[config.mk]
export PLATFORM = sky130hd
export DESIGN_NAME = change_dispenser_flat
export DESIGN_NICKNAME = d
export VERILOG_FILES = /design/src/rtl/change_dispenser_if.sv /design/src/rtl/change_dispenser.sv /design/src/flat_wrapper.sv
export SDC_FILE = /design/constraint.sdc
export NUM_CORES = 1
export LEC_CHECK = 0
export ABC_AREA = 1
export ABC_CLOCK_PERIOD_IN_PS = 1800
export BUFFER_PORTS_ARGS = -buffer_cell sky130_fd_sc_hd__buf_2
export CAP_MARGIN = 5
export CORE_MARGIN = 10
export CORE_UTILIZATION = 40
export DETAILED_ROUTE_END_ITERATION = 8
export GPL_ROUTABILITY_DRIVEN = 0
export SYNTH_ARGS = -nofsm -noshare
export SYNTH_HDL_FRONTEND = slang
export SYNTH_SLANG_ARGS = --single-unit
export TNS_END_PERCENT = 20
[constraint.sdc]
create_clock -name clk -period 1.8 [get_ports clk]
set_input_delay 0.09 -clock clk [delete_from_list [all_inputs] [get_ports clk]]
set_output_delay 0.09 -clock clk [all_outputs]
set_load 0.02 [all_outputs]
[src/rtl/change_dispenser_if.sv]
// Change-dispense interface between the vending core / hopper and the dispenser.
// The dispenser (slave) consumes the change request and hopper ack and drives the coin requests.
interface change_dispenser_if;
  logic       change_valid;
  logic [7:0] change;
  logic       coin_ack;
  logic       refill;
  logic       busy;
  logic       coin_req;
  logic [1:0] coin_sel;
  logic       dispense_done;
  logic       short;
  logic [7:0] short_amount;
  logic [3:0] stock_low;

  modport slave (
    input  change_valid, change, coin_ack, refill,
    output busy, coin_req, coin_sel, dispense_done, short, short_amount, stock_low
  );

  modport master (
    output change_valid, change, coin_ack, refill,
    input  busy, coin_req, coin_sel, dispense_done, short, short_amount, stock_low
  );
endinterface

[src/rtl/change_dispenser.sv]
// Greedy coin dispenser: pays out a change amount one coin at a time from four
// stocked tubes, largest denomination first, with jam timeout and shortfall report.
module change_dispenser #(
  parameter int unsigned VAL0        = 1,
  parameter int unsigned VAL1        = 5,
  parameter int unsigned VAL2        = 10,
  parameter int unsigned VAL3        = 20,
  parameter int unsigned INIT_COUNT  = 15,
  parameter int unsigned LOW_THRESH  = 2,
  parameter int unsigned ACK_TIMEOUT = 16
) (
  input  logic              clk,
  input  logic              reset_n,
  change_dispenser_if.slave cd
);

  localparam int unsigned TW = $clog2(ACK_TIMEOUT + 1);

  // S_LOAD is a one-cycle accept stage so busy rises right after the strobe
  // while the first coin request follows two edges later.
  typedef enum logic [2:0] {
    S_IDLE,
    S_LOAD,
    S_SELECT,
    S_REQ,
    S_DONE
  } state_t;

  state_t       r_state,      w_state;
  logic [7:0]   r_remaining,  w_remaining;
  logic [7:0]   r_count [4];
  logic [7:0]   w_count [4];
  logic         r_busy,       w_busy;
  logic         r_coin_req,   w_coin_req;
  logic [1:0]   r_coin_sel,   w_coin_sel;
  logic         r_done,       w_done;
  logic         r_short,      w_short;
  logic [7:0]   r_short_amt,  w_short_amt;
  logic [TW-1:0] r_tmo,       w_tmo;

  logic         w_pick_ok;
  logic [1:0]   w_pick;
  logic [3:0]   w_stock_low;

  function automatic logic [7:0] f_val(input logic [1:0] idx);
    case (idx)
      2'd0:    return 8'(VAL0);
      2'd1:    return 8'(VAL1);
      2'd2:    return 8'(VAL2);
      default: return 8'(VAL3);
    endcase
  endfunction

  // Ascending scan: the last qualifying tube wins, i.e. the highest index.
  always_comb begin
    w_pick_ok = 1'b0;
    w_pick    = '0;
    for (int unsigned i = 0; i < 4; i++) begin
      if (f_val(2'(i)) <= r_remaining && r_count[i] != '0) begin
        w_pick_ok = 1'b1;
        w_pick    = 2'(i);
      end
    end
  end

  always_comb begin
    w_stock_low = '0;
    for (int unsigned i = 0; i < 4; i++) begin
      w_stock_low[i] = (r_count[i] <= 8'(LOW_THRESH));
    end
  end

  always_comb begin
    w_state     = r_state;
    w_remaining = r_remaining;
    w_count     = r_count;
    w_busy      = r_busy;
    w_coin_req  = r_coin_req;
    w_coin_sel  = r_coin_sel;
    w_done      = 1'b0;
    w_short     = r_short;
    w_short_amt = r_short_amt;
    w_tmo       = r_tmo;

    case (r_state)
      S_IDLE: begin
        if (cd.change_valid) begin
          w_remaining = cd.change;
          w_short     = 1'b0;
          w_short_amt = '0;
          w_busy      = 1'b1;
          w_state     = S_LOAD;
        end else if (cd.refill) begin
          for (int unsigned i = 0; i < 4; i++) begin
            w_count[i] = 8'(INIT_COUNT);
          end
        end
      end

      S_LOAD: w_state = S_SELECT;

      S_SELECT: begin
        if (r_remaining == '0) begin
          w_done  = 1'b1;
          w_busy  = 1'b0;
          w_state = S_DONE;
        end else if (w_pick_ok) begin
          w_coin_sel = w_pick;
          w_coin_req = 1'b1;
          w_tmo      = '0;
          w_state    = S_REQ;
        end else begin
          w_short     = 1'b1;
          w_short_amt = r_remaining;
          w_done      = 1'b1;
          w_busy      = 1'b0;
          w_state     = S_DONE;
        end
      end

      S_REQ: begin
        if (cd.coin_ack) begin
          w_remaining         = r_remaining - f_val(r_coin_sel);
          w_count[r_coin_sel] = r_count[r_coin_sel] - 8'd1;
          w_coin_req          = 1'b0;
          w_state             = S_SELECT;
        end else if (r_tmo == TW'(ACK_TIMEOUT - 1)) begin
          w_coin_req  = 1'b0;
          w_short     = 1'b1;
          w_short_amt = r_remaining;
          w_done      = 1'b1;
          w_busy      = 1'b0;
          w_state     = S_DONE;
        end else begin
          w_tmo = r_tmo + TW'(1);
        end
      end

      S_DONE: w_state = S_IDLE;

      default: w_state = S_IDLE;
    endcase
  end

  always_ff @(posedge clk) begin
    if (!reset_n) begin
      r_state     <= S_IDLE;
      r_remaining <= '0;
      for (int unsigned i = 0; i < 4; i++) begin
        r_count[i] <= 8'(INIT_COUNT);
      end
      r_busy      <= 1'b0;
      r_coin_req  <= 1'b0;
      r_coin_sel  <= '0;
      r_done      <= 1'b0;
      r_short     <= 1'b0;
      r_short_amt <= '0;
      r_tmo       <= '0;
    end else begin
      r_state     <= w_state;
      r_remaining <= w_remaining;
      r_count     <= w_count;
      r_busy      <= w_busy;
      r_coin_req  <= w_coin_req;
      r_coin_sel  <= w_coin_sel;
      r_done      <= w_done;
      r_short     <= w_short;
      r_short_amt <= w_short_amt;
      r_tmo       <= w_tmo;
    end
  end

  assign cd.busy          = r_busy;
  assign cd.coin_req      = r_coin_req;
  assign cd.coin_sel      = r_coin_sel;
  assign cd.dispense_done = r_done;
  assign cd.short         = r_short;
  assign cd.short_amount  = r_short_amt;
  assign cd.stock_low     = w_stock_low;

endmodule

[src/flat_wrapper.sv]
// flat-port wrapper written by rule: the top's interface ports become plain ports
module change_dispenser_flat 
#(
  parameter int unsigned VAL0        = 1,
  parameter int unsigned VAL1        = 5,
  parameter int unsigned VAL2        = 10,
  parameter int unsigned VAL3        = 20,
  parameter int unsigned INIT_COUNT  = 15,
  parameter int unsigned LOW_THRESH  = 2,
  parameter int unsigned ACK_TIMEOUT = 16
)
  (clk, reset_n, cd_change_valid, cd_change, cd_coin_ack, cd_refill, cd_busy, cd_coin_req, cd_coin_sel, cd_dispense_done, cd_short, cd_short_amount, cd_stock_low);
  change_dispenser_if cd_i ();
  input  logic clk;
  input  logic reset_n;
  input wire logic [$bits(cd_i.change_valid)-1:0] cd_change_valid;
  input wire logic [$bits(cd_i.change)-1:0] cd_change;
  input wire logic [$bits(cd_i.coin_ack)-1:0] cd_coin_ack;
  input wire logic [$bits(cd_i.refill)-1:0] cd_refill;
  output wire logic [$bits(cd_i.busy)-1:0] cd_busy;
  output wire logic [$bits(cd_i.coin_req)-1:0] cd_coin_req;
  output wire logic [$bits(cd_i.coin_sel)-1:0] cd_coin_sel;
  output wire logic [$bits(cd_i.dispense_done)-1:0] cd_dispense_done;
  output wire logic [$bits(cd_i.short)-1:0] cd_short;
  output wire logic [$bits(cd_i.short_amount)-1:0] cd_short_amount;
  output wire logic [$bits(cd_i.stock_low)-1:0] cd_stock_low;
  assign cd_i.change_valid = cd_change_valid;
  assign cd_i.change = cd_change;
  assign cd_i.coin_ack = cd_coin_ack;
  assign cd_i.refill = cd_refill;
  assign cd_busy = cd_i.busy;
  assign cd_coin_req = cd_i.coin_req;
  assign cd_coin_sel = cd_i.coin_sel;
  assign cd_dispense_done = cd_i.dispense_done;
  assign cd_short = cd_i.short;
  assign cd_short_amount = cd_i.short_amount;
  assign cd_stock_low = cd_i.stock_low;
  change_dispenser #(.VAL0(VAL0), .VAL1(VAL1), .VAL2(VAL2), .VAL3(VAL3), .INIT_COUNT(INIT_COUNT), .LOW_THRESH(LOW_THRESH), .ACK_TIMEOUT(ACK_TIMEOUT)) u_core (.clk(clk), .reset_n(reset_n), .cd(cd_i));
endmodule
==> flow_summary.yaml, run 1 <==
clocking:
  cts_buffers: 9
  clk-insertion-delay-late_ps: 360
  clk_pin_slew_ps: 70
  htree_levels: 3
  cts_root_buf: "clkbuf_8"
  cts_tree: "done"
  clock_path_buffers: 2
  cts.sinks: 62
routing:
  wl_met2_um: 4560
  m1WireLength_um: 4730
  drt-wirelength-per-cell_um: 14.7
  ant_nets: 0
  drcViolationCount: 0
  wl_um: 10100
  top_layer: "met4"
  via_count: 3575
  wl_met3_um: 558
  via_per_inst: 5.23
  drtPass1Iterations: 5
  drtIter0Drc: 181
synth:
  synthArstFlopShare_pct: 0
  synth_area_um2: 3400
  syn-num-nets: 525
  ys.flop_type: "dfxtp_1"
  ys_seq_elements: 62
  synth_most_common_cell: "nand2_1"
  synthTopCellsByArea: "dfxtp_1, nand2_1, a21oi_1"
  avgSynthCellArea_um2: 6.76
  synth_top_cell_by_area: "dfxtp_1"
  syn-instance-count: 503
  synth_top_area_share_pct: 36.5
  synth_warnings: 0
  synth_cell_types: 39
  ys_top_cells_by_count: "nand2_1, dfxtp_1, a21oi_1"
  synth-edff-count: 0
  yosysSeqAreaShare_pct: 36.5
sta:
  rsz0062_at_grt: "true"
  tightest_slew_ps: 490
  hold_violations: 0
  period_minus_slack_ps: 1840
  max_freq_mhz: 544
  setup_viol: 3
  skew_ps: 6.77
  slew_violations: 0
  worst_hold_slack_ps: 61.6
  fin_crit_sh_pct: 102
  setup_ws_ps: -38.0
  fin_setup_tns_ps: -54.9
  slew_headroom_pct: 67.2
power:
  power_density_nw_per_um2: 1560
  sw_frac_of_total_pct: 45.1
  p_leak_nw: 1.94
  p_clk_share_pct: 18.6
  switching_power_w: 0.00309
  p_comb_share_pct: 54.3
  ir_drop_v: 0.000644
  internal_power_w: 0.00377
  seq_power_share_pct: 27.0
die:
  die_area_um2: 12600
  die_w_um: 112
  core_um2: 8260
  io_pins: 31
  placement_rows: 33
  die_h_um: 112
  start_util_pct: 41.2
finish:
  drive_above_1_share_pct: 29.5
  n_antenna_cell: 0
  nets: 596
  area_growth_pct: 29.7
grt:
  grt_max_degree: 27
  track_usage_pct: 15.4
  antenna_found_initial: 0
  grt_pass1_wl_um: 16100
  gr-total-overflow: 0
  grt_pass1_vias: 3259
setup_path:
  criticalPathCategory: "flip-flop to flip-flop"
  cp-end-kind: "flip-flop"
  crit_fanout: 6
  crit_path_start_kind: "flip-flop"
  cp_data_required_time_ps: 2040
  crit_arrival_ps: 2080
run:
  max-cap-violations: 0
placement:
  placement.io_buffers: 30
  dp_hpwl_um: 7450
hold_path:
  hold_path_class: "input port to flip-flop"
status:
  violations: "setup timing"
  status: "finished with violations"
-- worst max-delay path, stage by stage, from the launching register on --
cell	delay, ps
dfxtp_4	420
inv_4	50
nand2_4	70
inv_4	50
a22oi_2	150
nand3_2	110
inv_2	90
ha_4	140
inv_2	40
nor3_2	180
nand3b_1	190
nand3_1	170
a21oi_2	60
-- sequential cells by signal (all words and copies together) (netlist names) --
name / flops
u_core.cd.coin_sel: 2
u_core.r_count: 32
u_core.cd.short_amount: 8
u_core.cd.dispense_done: 1
u_core.cd.short: 1
u_core.r_state: 3
u_core.r_tmo: 5
u_core.cd.busy: 1
u_core.r_remaining: 8
u_core.cd.coin_req: 1
-- worst paths after layout --
| check | end | cells after the start | start | slack [ps] |
|---|---|---|---|---|
| setup reg to reg | u_core.r_count[28] | 12 | u_core.cd.coin_sel[1] | -40 |
| setup / recovery | u_core.r_count[28] | 12 | u_core.cd.coin_sel[1] | -40 |
| hold reg to reg | u_core.cd.coin_req | 2 | u_core.cd.coin_req | 450 |
| hold / removal | u_core.r_remaining[1] | 3 | cd_change[1] | 60 |
-- power by group through the flow --
stage | Clock (W) | Combinational (W) | Sequential, W
after floorplan | 0 | 0.00217 | 0.00191
after global placement | 0 | 0.00320 | 0.00186
after detailed placement | 0 | 0.00323 | 0.00186
after CTS | 0.00130 | 0.00335 | 0.00183
after global routing | 0.00134 | 0.00415 | 0.00188
final | 0.00128 | 0.00373 | 0.00186
-- stage by stage --
step	total power, W	setup slack [ps]	cell area (µm²)	utilization [%]	std cells
after floorplan	0.00408	3.37	3430	-	503
after global placement	0.00506	-6.03	3900	47.2	658
after detailed placement	0.00508	-71.0	3900	47.2	658
after CTS	0.00649	-2.58	4140	50.1	676
after global routing	0.00738	-155	4410	53.4	684
final	0.00686	-38.0	4410	53.4	684
-- kinds of logic (layout without fill, tap and decap cells) --
kind of cell	count (synthesis)	count (layout)	share of synthesized area, %
simple gates	255	255	33.5
buf+inv	67	143	7.55
flops	62	62	36.5
compound gates	108	108	18.3
fa+ha+maj	9	9	3.53
xor+xnor	2	2	0.516
-- cells in the final DEF (no fill, tap or decap), types with 4 or more instances in the layout --
cell type / synthesis / final
a211oi_1: 4 / 4
a21oi_1: 55 / 52
buf_2: 2 / 30
buf_4: 0 / 39
clkbuf_8: 0 / 11
dfxtp_1: 62 / 56
dfxtp_2: 0 / 4
inv_1: 47 / 42
inv_2: 7 / 7
inv_4: 1 / 5
nand2_1: 122 / 111
nand2_2: 6 / 15
nand2_4: 2 / 4
nand3_1: 40 / 34
nand3_2: 0 / 6
nand3b_1: 4 / 4
nand4_1: 10 / 10
nor2_1: 51 / 40
nor2_2: 6 / 12
nor2_4: 2 / 7
nor3_1: 6 / 5
o211ai_1: 4 / 4
o21ai_0: 24 / 18
o21ai_1: 2 / 7
-- repair_timing --
| item | 4_1_cts | 5_1_grt |
|---|---|---|
| resized for setup | 7 | 63 |
| endpoints found under the hold margin | 1 | 0 |
| setup endpoints to repair | 13 | 56 |
| hold buffers | 1 | 0 |
| setup buffers | 1 | 8 |
| pin swaps | 6 | 32 |
-- metal layers --
layer  track usage [%]  vias to the layer above
met5                 0                        -
met4              6.60                        0
met3              2.98                       15
met2              24.1                       85
met1              20.0                     1654
li1                  -                     1821
-- layout make-up --
cell class                      instances  area (µm²)
Multi-Input combinational cell        374        2120
Fill cell                             840        3850
Tap cell                              105         131
Sequential cell                        62        1250
Timing Repair Buffer                   71         473
Clock inverter                          4        45.0
Clock buffer                           12         155
Inverter                               56         228
(Power assumes the default switching activity.)
==> run 2: changes to the inputs <==
--- a/config.mk
+++ b/config.mk
@@ -11,6 +11,7 @@
 export CAP_MARGIN = 5
 export CORE_MARGIN = 10
 export CORE_UTILIZATION = 40
+export CTS_BUF_LIST = sky130_fd_sc_hd__clkbuf_8
 export DETAILED_ROUTE_END_ITERATION = 8
 export GPL_ROUTABILITY_DRIVEN = 0
 export SYNTH_ARGS = -nofsm -noshare
==> constraint.sdc (replaced) <==
create_clock -name clk -period 1.8 [get_ports clk]
set_input_delay 0.36 -clock clk [delete_from_list [all_inputs] [get_ports clk]]
set_output_delay 0.36 -clock clk [all_outputs]
set_load 0.02 [all_outputs]
==> flow_summary.yaml, run 2 (synthesis gave the netlist of run 1 again) <==
routing:
  drtIter0Drc: 171
  via_per_inst: 5.32
  drt-wirelength-per-cell_um: 14.8
  ant_nets: 0
  wl_um: 10100
  drcViolationCount: 0
  via_count: 3647
  drtPass1Iterations: 4
sta:
  setup_viol: 1
  skew_ps: 9.73
  fin_crit_sh_pct: 100
  rsz0062_at_grt: "true"
  slew_violations: 0
  max_freq_mhz: 554
  slew_headroom_pct: 72.0
  tightest_slew_ps: 420
  fin_setup_tns_ps: -5.05
  period_minus_slack_ps: 1810
  hold_violations: 0
  setup_ws_ps: -5.05
hold_path:
  min_to: "u_core.r_remaining[2]"
  min-delay-start: "cd_change[2]"
  holdPathStages: 3
  hold_path_class: "input port to flip-flop"
grt:
  grt_pass1_wl_um: 16600
  gr-total-overflow: 0
  grt_max_degree: 31
  track_usage_pct: 15.7
  antenna_found_initial: 0
  grt_pass1_vias: 3512
finish:
  drive_above_1_share_pct: 30.0
  final_common_cell: "nand2_1"
  largest_reg_flops: 32
  n_antenna_cell: 0
  regMostFlops: "u_core.r_count"
  nets: 599
  area_growth_pct: 30.5
  final_cell_mix: "nand2_1, dfxtp_1, a21oi_1, buf_4, inv_1"
setup_path:
  cp_data_required_time_ps: 2020
  critPathTopFamily: "simple AND/OR/NAND/NOR gates"
  reg2reg_depth: 11
  reg2reg_from: "u_core.cd.coin_sel[1]"
  max_stage_delay_ps: 380
  crit_fanout: 6
  regToRegSetupSlack_ps: -5
  cp_cell_sequence: "nand2_4 -> inv_1 -> buf_4 -> nand2_1 -> o21ai_0 -> nor2_2 -> nand2_1 -> nor2_2 -> nand3b_1 -> nand3_1 -> a21oi_1"
  rr_endpoint: "u_core.r_count[14]"
  slowest_stage: "dfxtp_4"
  crit_path_start_kind: "flip-flop"
  cp-end-kind: "flip-flop"
  cp_num_buf_inv: 2
  cp.depth: 11
  crit_arrival_ps: 2020
  criticalPathCategory: "flip-flop to flip-flop"
die:
  die_h_um: 112
  die_area_um2: 12600
  core_um2: 8260
  start_util_pct: 41.2
  placement_rows: 33
  die_w_um: 112
  io_pins: 31
power:
  fin_total_pwr_w: 0.00694
  ir_drop_v: 0.000744
  power_density_nw_per_um2: 1570
  p_leak_nw: 1.95
placement:
  placement.io_buffers: 30
  dp_hpwl_um: 7550
  pre_cts_ws_ps: -50.2
clocking:
  cts_root_buf: "clkbuf_8"
  htree_levels: 3
  cts.sinks: 62
  clk_pin_slew_ps: 70
  cts_tree: "done"
  clk-insertion-delay-late_ps: 340
  cts_buffers: 9
  clock_path_buffers: 2
status:
  violations: "setup timing"
  status: "finished with violations"
run:
  max-cap-violations: 0
-- run 2: cell types whose count changed in the layout (fill, tap and decap cells not counted), sizes merged --
cell | previous run | this run
clkinv | 4 | 2
buf | 70 | 74
inv | 55 | 56
bufinv | 1 | 0
dlygate4sd3 | 1 | 0
-- run 2: through the flow --
step	util, %	instances	hold WS [ps]	instance area, µm²
floorplan	-	503	440	3430
global placement	48.1	667	445	3970
detailed placement	48.1	667	443	3970
CTS	50.5	681	290	4170
global route	53.7	685	286	4440
finish	53.7	685	283	4440
-- run 2: area by class of cell --
type,count,area [µm²]
clock inverter,2,8.76
timing repair buffer,74,485
multi-input combinational,374,2160
fill,827,3820
clock buffer,12,165
inverter,56,230
tap,105,131
sequential,62,1250
-- run 2: where the power goes --
part | switching [W] | total [W] | leakage [nW] | internal (W)
combinational | 0.00244 | 0.00399 | 1.35 | 0.00155
clock | 0.000522 | 0.00111 | 0.0955 | 0.000590
sequential | 0.000227 | 0.00184 | 0.507 | 0.00161
total | 0.00319 | 0.00694 | 1.95 | 0.00376
-- run 2: worst max-delay path by stage --
stage | slack (ps) | end | startpoint
after floorplan | -50 | cd_stock_low[0] | u_core.r_count[28]
after global placement | -30 | u_core.r_remaining[6] | u_core.cd.coin_sel[1]
after detailed placement | -50 | u_core.r_remaining[6] | u_core.cd.coin_sel[1]
after CTS | -50 | u_core.r_count[31] | u_core.cd.coin_sel[1]
after global routing | -150 | u_core.r_remaining[6] | u_core.cd.coin_sel[1]
final | -5 | u_core.r_count[14] | u_core.cd.coin_sel[1]
-- run 2: worst register-to-register path: stages (launching register included) --
cell	delay (ps)
dfxtp_4	380
nand2_4	120
inv_1	70
buf_4	150
nand2_1	80
o21ai_0	100
nor2_2	160
nand2_1	90
nor2_2	120
nand3b_1	200
nand3_1	150
a21oi_1	60
-- run 2: what timing repair did --
action | in CTS | in global routing
hold buffers | 0 | 0
pin swaps | 3 | 19
gates resized for setup | 9 | 70
endpoints found under the setup margin | 17 | 58
hold endpoints to repair | 0 | 0
buffers inserted | 0 | 4
-- run 2: metal layers --
metal / up-vias / wire length, µm / track usage [%]
met5: - / 0 / 0
met4: 0 / 235 / 7.19
met3: 18 / 520 / 3.25
met2: 99 / 4630 / 24.4
met1: 1698 / 4770 / 20.2
li1: 1832 / - / -
==> run 3: changes to the inputs <==
--- a/config.mk
+++ b/config.mk
@@ -9,6 +9,7 @@
 export ABC_CLOCK_PERIOD_IN_PS = 1800
 export BUFFER_PORTS_ARGS = -buffer_cell sky130_fd_sc_hd__buf_2
 export CAP_MARGIN = 5
+export CORE_ASPECT_RATIO = 0.8
 export CORE_MARGIN = 10
 export CORE_UTILIZATION = 40
 export CTS_BUF_LIST = sky130_fd_sc_hd__clkbuf_8
==> flow_summary.yaml, run 3 (synthesis gave the netlist of run 1 again) <==
clocking:
  clk-insertion-delay-late_ps: 340
  cts_tree: "done"
  clock_path_buffers: 2
  clk_pin_slew_ps: 70
  cts_buffers: 9
  cts_root_buf: "clkbuf_8"
  htree_levels: 3
  cts.sinks: 62
  hold_buffers: 0
routing:
  via_count: 3654
  via_per_inst: 5.22
  ant_nets: 0
  drcViolationCount: 0
  wl_um: 10400
  drt-wirelength-per-cell_um: 14.9
  drtIter0Drc: 342
  drtPass1Iterations: 6
finish:
  regMostFlops: "u_core.r_count"
  area_growth_pct: 38.7
  drive_above_1_share_pct: 37.5
  seqCellArea_um2: 1260
  multi_input_area_um2: 2290
  nets: 610
  n_antenna_cell: 0
  largest_reg_flops: 32
  n_fill_cell: 751
  final_cell_mix: "nand2_1, dfxtp_1, buf_4, inv_1, a21oi_1"
  final_common_cell: "nand2_1"
setup_path:
  cp_data_required_time_ps: 2030
  crit_path_start_kind: "flip-flop"
  criticalPathCategory: "flip-flop to flip-flop"
  startpoint: "u_core.cd.coin_sel[1]"
  crit_arrival_ps: 2050
  reg2reg_from: "u_core.cd.coin_sel[1]"
  crit_fanout: 7
  cp-end-kind: "flip-flop"
sta:
  slew_violations: 0
  setup_viol: 2
  fin_crit_sh_pct: 101
  skew_ps: 6.99
  hold_violations: 0
  setup_ws_ps: -17.7
  worst_hold_slack_ps: 272
  max_freq_mhz: 550
  tightest_slew_ps: 467
  rsz0062_at_grt: "true"
  slew_headroom_pct: 68.7
  fin_setup_tns_ps: -21.6
  period_minus_slack_ps: 1820
die:
  placement_rows: 29
  core_um2: 8090
  io_pins: 31
  die_area_um2: 12600
  die_h_um: 102
  die_w_um: 123
  start_util_pct: 42.0
grt:
  track_usage_pct: 16.1
  grt_pass1_vias: 3307
  antenna_found_initial: 0
  grt_max_degree: 30
  gr-total-overflow: 0
  grt_pass1_wl_um: 16400
run:
  max-cap-violations: 0
power:
  p_comb_share_pct: 58.4
  p_clk_share_pct: 16.3
  switching_power_w: 0.00331
  p_leak_nw: 2.03
  power_density_nw_per_um2: 1570
  sw_frac_of_total_pct: 44.7
  ir_drop_v: 0.000787
  seq_power_share_pct: 25.3
  internal_power_w: 0.00409
status:
  status: "finished with violations"
  violations: "setup timing"
hold_path:
  min-delay-start: "cd_change[2]"
  hold_path_class: "input port to flip-flop"
placement:
  placement.io_buffers: 30
  dp_hpwl_um: 7600
## run 3: cell types whose count changed in the layout (fill, tap and decap cells not counted), sizes merged
| cell | before | now |
|---|---|---|
| buf | 74 | 85 |
| bufinv | 0 | 1 |
| clkbuf | 12 | 10 |
| clkinv | 2 | 5 |
| inv | 56 | 55 |
## run 3: worst paths after layout
check | to | slack (ps) | cells past startpoint
worst max-delay path | u_core.r_count[10] | -20 | 11
worst min-delay path | u_core.r_remaining[2] | 270 | 3
worst max register to register | u_core.r_count[10] | -20 | 11
worst min register to register | u_core.cd.coin_req | 450 | 2
## run 3: metal layers
metal | share of wire, % | GRT usage (%) | wire length [µm]
met1 | 48 | 22.5 | 5040
met2 | 44 | 24.1 | 4550
met3 | 6.5 | 3.09 | 672
met4 | 1.3 | 5.72 | 130
met5 | 0 | 0 | 0
## run 3: critical path: stages, from the launching register on
cell	delay [ps]
dfxtp_4	380
buf_6	130
nand2_8	100
buf_4	130
o22ai_4	80
nor2_4	170
buf_4	130
nor2_1	40
nor2_1	140
nand2_2	120
a21oi_1	180
o21ai_0	100
## run 3: layout make-up
cell class	count	share of cell area [%]
repair buffers	85	13.1
flip-flops and latches	62	26.7
well taps	108	2.87
clock inverters	5	1.06
inverters	56	4.78
multi-input cells	374	48.6
clock buffers	10	2.92
## run 3: repair_timing
item / in CTS / in global routing
pin swaps: 4 / 43
setup endpoints to repair: 17 / 55
gates cloned: 0 / 0
setup buffers: 0 / 8
resized for setup: 9 / 106
hold endpoints to repair: 0 / 0
## run 3: metrics by stage
step / power [W] / util [%] / instance area [µm²] / setup WS [ps] / instances
5_1_grt: 0.00794 / 58.2 / 4710 / -86.6 / 700
3_5_place_dp: 0.00539 / 50.3 / 4070 / -24.9 / 677
3_3_place_gp: 0.00539 / 50.3 / 4070 / -15.2 / 677
6_report: 0.00740 / 58.2 / 4710 / -17.7 / 700
2_1_floorplan: 0.00411 / - / 3430 / -54.8 / 503
4_1_cts: 0.00665 / 52.8 / 4280 / -17.2 / 692
## run 3: power by group through the flow
| stage | combinational [W] | sequential [W] | clock [W] |
|---|---|---|---|
| floorplan | 0.00221 | 0.00191 | 0 |
| CTS | 0.00359 | 0.00183 | 0.00123 |
| detailed placement | 0.00354 | 0.00185 | 0 |
| global placement | 0.00354 | 0.00184 | 0 |
| global route | 0.00476 | 0.00190 | 0.00128 |
| finish | 0.00432 | 0.00187 | 0.00121 |
